==> src/rtl/cdce62002_spi_loader.sv <==
// CDCE62002 configuration engine: writes PLL registers 0 and 1 over SPI (LSB first),
// then reads register 0 back and flags any mismatch against the written image.
module cdce62002_spi_loader #(
   parameter int          CLK_DIV = 4,
   parameter int          CS_GAP  = 8,
   parameter logic [31:0] RD_CMD  = 32'h0000_000E
) (
   input  logic        sysclk,
   input  logic        reset_INV,
   input  logic        enable,
   input  logic        start,
   input  logic [31:0] reg0_word,
   input  logic [31:0] reg1_word,
   output logic        busy,
   output logic        done,
   output logic        verify_error,
   output logic        pll_spi_clk,
   output logic        pll_spi_mosi,
   output logic        pll_spi_cs_INV,
   input  logic        pll_spi_miso
);
   localparam int DIV_W = $clog2(CLK_DIV) + 1;
   localparam int GAP_W = $clog2(CS_GAP) + 1;
   localparam logic [DIV_W-1:0] DIV_LAST = DIV_W'(CLK_DIV - 1);
   localparam logic [GAP_W-1:0] GAP_LAST = GAP_W'(CS_GAP - 1);

   typedef enum logic [2:0] {IDLE, SETUP, SHIFT_HI, SHIFT_LO, GAP, FINISH} state_t;

   state_t           state_q, state_d;
   logic [DIV_W-1:0] div_q, div_d;
   logic [GAP_W-1:0] gap_q, gap_d;
   logic [4:0]       bit_q, bit_d;
   logic [1:0]       idx_q, idx_d;
   logic [31:0]      r0_q, r0_d, r1_q, r1_d;
   logic [27:0]      cap_q, cap_d;
   logic             busy_q, busy_d, done_q, done_d, verr_q, verr_d;
   logic             sclk_q, sclk_d, mosi_q, mosi_d, csn_q, csn_d;
   logic [31:0]      word_cur;
   logic             first_bit_nxt;

   // Only readback bits [31:4] are kept: after 32 shifts they hold exactly the field compared.
   always_comb begin
      word_cur      = 32'h0;
      first_bit_nxt = 1'b0;
      unique case (idx_q)
         2'd0:    begin word_cur = r0_q;   first_bit_nxt = r1_q[0];   end
         2'd1:    begin word_cur = r1_q;   first_bit_nxt = RD_CMD[0]; end
         2'd2:    word_cur = RD_CMD;
         default: word_cur = 32'h0;
      endcase
   end

   always_comb begin
      state_d = state_q;
      div_d   = div_q;
      gap_d   = gap_q;
      bit_d   = bit_q;
      idx_d   = idx_q;
      r0_d    = r0_q;
      r1_d    = r1_q;
      cap_d   = cap_q;
      busy_d  = busy_q;
      done_d  = 1'b0;
      verr_d  = verr_q;
      sclk_d  = sclk_q;
      mosi_d  = mosi_q;
      csn_d   = csn_q;
      if (state_q != IDLE && !enable) begin
         state_d = IDLE;
         busy_d  = 1'b0;
         sclk_d  = 1'b0;
         mosi_d  = 1'b0;
         csn_d   = 1'b1;
      end else begin
         unique case (state_q)
            IDLE: if (start && enable) begin
               r0_d    = reg0_word;
               r1_d    = reg1_word;
               busy_d  = 1'b1;
               verr_d  = 1'b0;
               idx_d   = 2'd0;
               bit_d   = 5'd0;
               div_d   = '0;
               csn_d   = 1'b0;
               mosi_d  = reg0_word[0];
               state_d = SETUP;
            end
            SETUP, SHIFT_LO: begin
               if (div_q == DIV_LAST) begin
                  div_d   = '0;
                  sclk_d  = 1'b1;
                  state_d = SHIFT_HI;
                  if (idx_q == 2'd3) cap_d = {pll_spi_miso, cap_q[27:1]};
               end else begin
                  div_d = div_q + 1'b1;
               end
            end
            SHIFT_HI: begin
               if (div_q == DIV_LAST) begin
                  div_d  = '0;
                  sclk_d = 1'b0;
                  // The last high phase closes the word, keeping cs low for 64 half-periods.
                  if (bit_q == 5'd31) begin
                     csn_d   = 1'b1;
                     mosi_d  = 1'b0;
                     gap_d   = '0;
                     state_d = GAP;
                  end else begin
                     bit_d   = bit_q + 1'b1;
                     mosi_d  = word_cur[bit_q + 5'd1];
                     state_d = SHIFT_LO;
                  end
               end else begin
                  div_d = div_q + 1'b1;
               end
            end
            GAP: begin
               if (gap_q == GAP_LAST) begin
                  if (idx_q == 2'd3) begin
                     busy_d  = 1'b0;
                     done_d  = 1'b1;
                     state_d = FINISH;
                     if (cap_q != r0_q[31:4]) verr_d = 1'b1;
                  end else begin
                     idx_d   = idx_q + 1'b1;
                     bit_d   = 5'd0;
                     div_d   = '0;
                     csn_d   = 1'b0;
                     mosi_d  = first_bit_nxt;
                     state_d = SETUP;
                  end
               end else begin
                  gap_d = gap_q + 1'b1;
               end
            end
            FINISH:  state_d = IDLE;
            default: state_d = IDLE;
         endcase
      end
   end

   always_ff @(posedge sysclk or negedge reset_INV) begin
      if (!reset_INV) begin
         state_q <= IDLE;
         div_q   <= '0;
         gap_q   <= '0;
         bit_q   <= 5'd0;
         idx_q   <= 2'd0;
         r0_q    <= 32'h0;
         r1_q    <= 32'h0;
         cap_q   <= 28'h0;
         busy_q  <= 1'b0;
         done_q  <= 1'b0;
         verr_q  <= 1'b0;
         sclk_q  <= 1'b0;
         mosi_q  <= 1'b0;
         csn_q   <= 1'b1;
      end else begin
         state_q <= state_d;
         div_q   <= div_d;
         gap_q   <= gap_d;
         bit_q   <= bit_d;
         idx_q   <= idx_d;
         r0_q    <= r0_d;
         r1_q    <= r1_d;
         cap_q   <= cap_d;
         busy_q  <= busy_d;
         done_q  <= done_d;
         verr_q  <= verr_d;
         sclk_q  <= sclk_d;
         mosi_q  <= mosi_d;
         csn_q   <= csn_d;
      end
   end

   assign busy           = busy_q;
   assign done           = done_q;
   assign verify_error   = verr_q;
   assign pll_spi_clk    = sclk_q;
   assign pll_spi_mosi   = mosi_q;
   assign pll_spi_cs_INV = csn_q;

endmodule

==> config.mk <==
export PLATFORM = sky130hd
export DESIGN_NAME = cdce62002_spi_loader
export DESIGN_NICKNAME = d
export VERILOG_FILES = /design/src/rtl/cdce62002_spi_loader.sv
export SDC_FILE = /design/constraint.sdc
export NUM_CORES = 1
export LEC_CHECK = 0
export BUFFER_PORTS_ARGS = -buffer_cell sky130_fd_sc_hd__buf_4
export CAP_MARGIN = 20
export CORE_ASPECT_RATIO = 1.75
export CORE_UTILIZATION = 40
export DETAILED_ROUTE_END_ITERATION = 16
export GPL_TIMING_DRIVEN = 0
export PLACE_DENSITY = 0.56
export SLEW_MARGIN = 20
export SYNTH_ARGS = -nofsm -noshare
export SYNTH_HDL_FRONTEND = slang
export SYNTH_SLANG_ARGS = --single-unit
export TNS_END_PERCENT = 50
==> constraint.sdc <==
create_clock -name sysclk -period 2.2 [get_ports sysclk]
set_input_delay 0.55 -clock sysclk [delete_from_list [all_inputs] [get_ports sysclk]]
set_output_delay 0.55 -clock sysclk [all_outputs]
set_load 0.005 [all_outputs]
### Word-level counts from Yosys, hierarchy flattened

Index checks and enable logic that the tools add are counted.

| cells by class | value |
|---|---|
| $add $sub $neg | 4 |
| magnitude comparators | 1 |
| eq/ne operators | 27 |
| muxes and demuxes | 62 |
| bitwise gates (word level) | 1 |
| reductions and logical operators | 27 |

Operator list:

| operator | count |
|---|---|
| $pmux W32 S3 | 1 |
| $mux W3 | 11 |
| $mux W1 | 28 |
| $ne A28 B28 Y1 | 1 |
| $mux W5 | 5 |
| $ne A3 B3 Y1 const B | 7 |
| $reduce_and A5 Y1 | 4 |
| $ne A2 B2 Y1 const B | 9 |
| $pmux W5 S3 | 1 |
| $reduce_bool A3 Y1 | 5 |
| $mux W4 | 3 |
| $pmux W3 S4 | 1 |
| $reduce_and A4 Y1 | 3 |
| $reduce_and A6 Y1 | 2 |
| $eq A3 B2 Y1 const B | 3 |
| $pmux W3 S3 | 1 |
| $pmux W4 S2 | 1 |
| $reduce_and A7 Y1 | 1 |
| $lt A5 B6 Y1 const B | 1 |
| $mux W2 | 3 |
| $pmux W1 S2 | 3 |
| $pmux W1 S3 | 2 |
| $reduce_and A3 Y1 | 2 |
| $add A5 B1 Y5 const B | 1 |
| 20 further kinds | 23 |

| word-level totals | value |
|---|---|
| register bits after elaboration | 115 |
| input port bits | 69 |
| output and inout port bits | 6 |
| logic and storage cells | 136 |

### Longest topological paths before layout

| depth | value |
|---|---|
| depth in word-level cells | 8 |
| mapped depth | 10 |
| depth with buffers taken out | 9 |

### Least setup slack after synthesis

Ideal clock, no wire load.

| path | value |
|---|---|
| path kind | reg-to-reg |
| start point | reg bit_q[0] |
| end point | reg bit_q[2] |
| library setup time | 0.126 ns |
| data arrival time | 1.871 ns |
| required time | 2.074 ns |
| setup slack | 0.203 ns |
| stages on the path, launching flop included | 11 |
| path buffers | 1 |
| period minus slack after synthesis | 1.997 ns |
| cells stage by stage | dfrtp_1 ha_1 and3_1 ha_1 nor2_1 a31oi_1 nor4b_2 buf_4 o21ai_0 nand2_1 o21ai_1 |

| between the ends | value |
|---|---|
| word-level cells in the longest chain between the ends | 4 |
| elaborated cells between the ends (all ways) | 7 |
| classes of those cells | add/sub (1); eq/ne (2); mux (3); reduce/logical (1) |

Ends and longest elaborated chain:

| element | RTL line | RTL |
|---|---|---|
| from (decl) | 32 | `logic [4:0] bit_q, bit_d;` |
| from (signal assigned) | 162 | `bit_q <= bit_d;` |
| $add A5 B1 Y5 | 109 | `bit_d = bit_q + 1'b1;` |
| $mux W5 | 103 | `if (bit_q == 5'd31) begin` |
| $mux W5 | 99 | `if (div_q == DIV_LAST) begin` |
| $pmux W5 S3 | 75 | `unique case (state_q)` |

Several ways; a longest one is shown, not always the timed one. The select of a mux whose other input is x is not followed.
A chain may end at the register's enable or synchronous reset.

### Worst setup path after layout

| path | value |
|---|---|
| start point | reg bit_q[0] |
| end point | reg mosi_q (netlist: pll_spi_mosi) |

| between the ends | value |
|---|---|
| word-level cells in the longest chain between the ends | 7 |
| elaborated cells between the ends (all ways) | 8 |
| classes of those cells | add/sub (1); eq/ne (1); mux (6) |

Ends and longest elaborated chain:

| element | RTL line | RTL |
|---|---|---|
| $add A5 B1 Y5 | 110 | `mosi_d = word_cur[bit_q + 5'd1];` |
| $bmux W1 S5 | 110 |  |
| $mux W1 (not written as such) | 110 |  |
| $mux W1 * | 103 |  |
| $mux W1 * | 99 |  |
| $pmux W1 S3 * | 75 |  |
| $mux W1 * | 68 | `if (state_q != IDLE && !enable) begin` |
| to (signal assigned) | 171 | `mosi_q <= mosi_d;` |
| to (decl) | 37 | `logic sclk_q, sclk_d, mosi_q, mosi_d, csn_q, csn_d;` |

Every way passes the cells marked *; elsewhere a longest branch is shown, timed or not. The select of a mux whose other input is x is not followed.

==> summary.txt <==
Power
  • Pleak: 3.15 nW
  • Total power: 9.02 mW
  • PwrDens: 1240 nW/um^2
  • Max IR drop VDD: 0.564 mV

Floorplan
  • Chip height: 160 um
  • Core Box Area: 13900 um^2
  • Die ar.: 14700 um^2
  • Die width: 92.1 um
  • I/O pins: 75
  • Initial Util: 40.9%
  • FP Rows: 57

Hold path
  • Hold crit path type: in -> async

Worst setup path
  • Crit path kind: reg -> reg
  • Element type at the critical path end: flop
  • Crit-path max cell delay: 0.41 ns
  • CP Cell Sequence: ha_4, or2_4, a221o_1, a31oi_2, o22ai_2, a221oi_2, o221ai_1
  • Required time of the worst setup path: 2.47 ns
  • WP data arrival: 2.40 ns
  • CP max FO: 6
  • Startpoint types: flop
  • Slowest stage cell, crit path: dfrtp_1

Logic synthesis
  • Synthesized area: 5680 um^2
  • Share of the synthesized area in the top cell type: 50.2%
  • Mean Syn Cell Area: 12.1 um^2
  • Top cell type by total area after synthesis: dfrtp_1
  • Syn_nets: 548
  • EDFF count, synth: 0
  • Synth Register Bits: 115
  • Top_reg_cell synth: dfrtp_1
  • Post-synthesis cell count: 471
  • Synthesis Warnings: 0
  • Top cells by area, synth: dfrtp_1, mux2_2, xnor2_1
  • Synth async-reset ratio: 100%
  • Post-synthesis sequential area ratio: 50.7%
  • Synth unique cells: 56

Cells and area
  • Antenna Cells: 0
  • Final net count: 649
  • Layout cells sized above 1: 41.7%
  • Post-Layout Cell Count: 762
  • Layout fillers: 1245
  • Design Area, Final: 7280 um^2
  • Area Growth Syn to Fin: 28.2%

CTS
  • Clock insertion delay at the later pin of the skew report: 0.41 ns
  • H-tree levels: 4
  • CTS tree: built
  • # clock sinks: 115
  • CTS Buffer Depth: 2
  • Clk root buf: clkbuf_16
  • Clock transition at the registers of the reported paths: 0.05 ns
  • Hold_buf cts: 0
  • CTS buffer count: 17

Timing
  • Setup TNS: 0 ns
  • Worst-Margin Slew: 0.596 ns
  • Final worst-path cycle share: 96.8%
  • Final-report hold violation count: 0
  • Clock skew: 0.00490 ns
  • Slew Limit Headroom: 60.3%
  • RSZ-0062 raised after global routing: true
  • Fin. max-slew vios: 0
  • Minimum clock period: 2.13 ns
  • Fmax: 470 MHz
  • Setup violations, final: 0
  • Worst setup margin: 0.0714 ns

Place
  • DP Area: 6490 um^2
  • IO buf count: 74
  • Routability cong.: 0.926
  • Dpl hpwl: 11600 um
  • Dpl cells: 723
  • Place WS: -0.163 ns

Status
  • Outcome: complete, no violations

Route
  • DR DRC count: 0
  • Routed Antenna Nets: 0
  • Post-DR wirelength/cell: 20.4 um
  • DR vias/cell: 5.58
  • First-pass detailed-route iteration total: 6
  • Vias: 4250
  • Initial DRC Count: 280
  • Routed WL: 15600 um

GRT
  • Grt ovf: 0
  • Pin count of the biggest net entering global routing: 59
  • Vias in the first global route: 4502
  • First-pass GRT wire length: 24500 um
  • Tot GR Track Use: 22.3%
  • Initial antenna violation count: 0

Flow run
  • Max-Cap Viols: 0
[final timing paths]
kind | from | slack (ns) | cells after the start | end
max reg2reg | bit_q[0] | 0.07 | 7 | pll_spi_mosi
min reg2reg | verify_error | 0.49 | 1 | verify_error
min | reset_INV | 0.09 | 1 | r1_q[3]
max | bit_q[0] | 0.07 | 7 | pll_spi_mosi
max in group asynchronous | reset_INV | 1.42 | 2 | pll_spi_cs_INV
min in group sysclk | reg0_word[13] | 0.37 | 2 | r0_q[13]
[sequential cells by signal, summed over array words and instances, names as in the netlist, 2 cells and up]
name and flops:
r0_q 32, r1_q 32, div_q 3, gap_q 4, state_q 3, cap_q 28, idx_q 2, bit_q 5
[layer usage]
metal  vias up  part of all wire (%)  global-route usage, %  wire, um
met1      2151                    37                   23.7      5720
met4         0                   3.1                   11.3       490
met3        29                   3.1                   4.48       487
met5         -                     0                      0         0
met2       111                    57                   40.9      8870
li1       1959                     -                      -         -
[cells in the mapped netlist, drive strengths merged, types with 2 or more instances]
master,number
a2111oi,2
nor3,8
a221oi,13
a21oi,20
o221ai,3
xnor2,30
nand2,20
nor2b,2
o211ai,3
mux2,92
o22ai,3
mux2i,2
dfrtp,114
a32oi,2
a22oi,17
o21a,4
nand4,9
o21ai,23
nor2,9
buf,21
or3,2
ha,8
a31oi,5
nand2b,4
a221o,3
clkbuf,6
and3,2
inv,10
a21o,3
nor3b,2
nand3,13
nor4,2
[report_power, final]
part	leakage [nW]	internal (mW)	switching, mW
registers	1.46	2.82	0.675
clock network	0.274	1.73	0.973
logic	1.42	1.52	1.30
[critical path: cells and delay by family (launching register included)]
kind,cells,cell delay (ns)
AOI/OAI and AO/OA,5,1.02
DFF,1,0.41
adders and majority gates,1,0.28
and+or+nand+nor,1,0.27
[through the flow]
stage | hold slack (ns) | utilization [%]
floorplan | 0.254 | -
global placement | 0.482 | 46.4
detailed placement | 0.476 | 46.7
CTS | 0.115 | 51.5
global route | 0.133 | 52.4
finish | 0.0924 | 52.4
[cells in the final DEF (no fill, tap or decap), drive strengths merged, types with 3 or more instances in the layout]
master | netlist | final
xnor2 | 30 | 30
nor3 | 8 | 8
o221ai | 3 | 3
o21a | 4 | 4
inv | 10 | 10
a22oi | 17 | 17
nor2 | 9 | 9
buf | 21 | 101
clkbuf | 6 | 32
o22ai | 3 | 3
mux2 | 92 | 92
dfrtp | 114 | 114
a31oi | 5 | 5
nand3 | 13 | 13
nand2b | 4 | 4
nand2 | 20 | 20
o21ai | 23 | 23
clkinv | 0 | 4
a21o | 3 | 3
a221o | 3 | 3
ha | 8 | 8
o211ai | 3 | 3
a221oi | 13 | 13
nand4 | 9 | 9
a21oi | 20 | 20
[final cells by class]
cell class	instances	area, um^2	area share [%]
repair buffers	83	669	9.19
plain buffers	26	176	2.42
well taps	177	221	3.04
multi-input cells	319	2720	37.4
clock buffers	24	472	6.48
inverters	10	37.5	0.515
flip-flops and latches	115	2880	39.5
clock inverters	8	103	1.41
[cells by family (layout without fill, tap and decap cells)]
kind of cell	after synthesis	in the layout	share of synthesized area, %
XOR/XNOR	31	31	4.78
adder cells (fa/ha/maj)	8	8	1.76
buffers and inverters	37	151	3.39
flip-flops	115	115	50.7
multiplexers	94	94	18.6
AO/OA/AOI/OAI	108	108	13.2
AND/OR/NAND/NOR	78	78	7.60
[timing repair]
item	in CTS	in global routing
pin swaps	4	4
gates resized for setup	11	24
gates cloned	0	1
setup buffers	3	4
setup endpoints to repair	22	6
No activity file was read; power rests on OpenSTA's default activity.
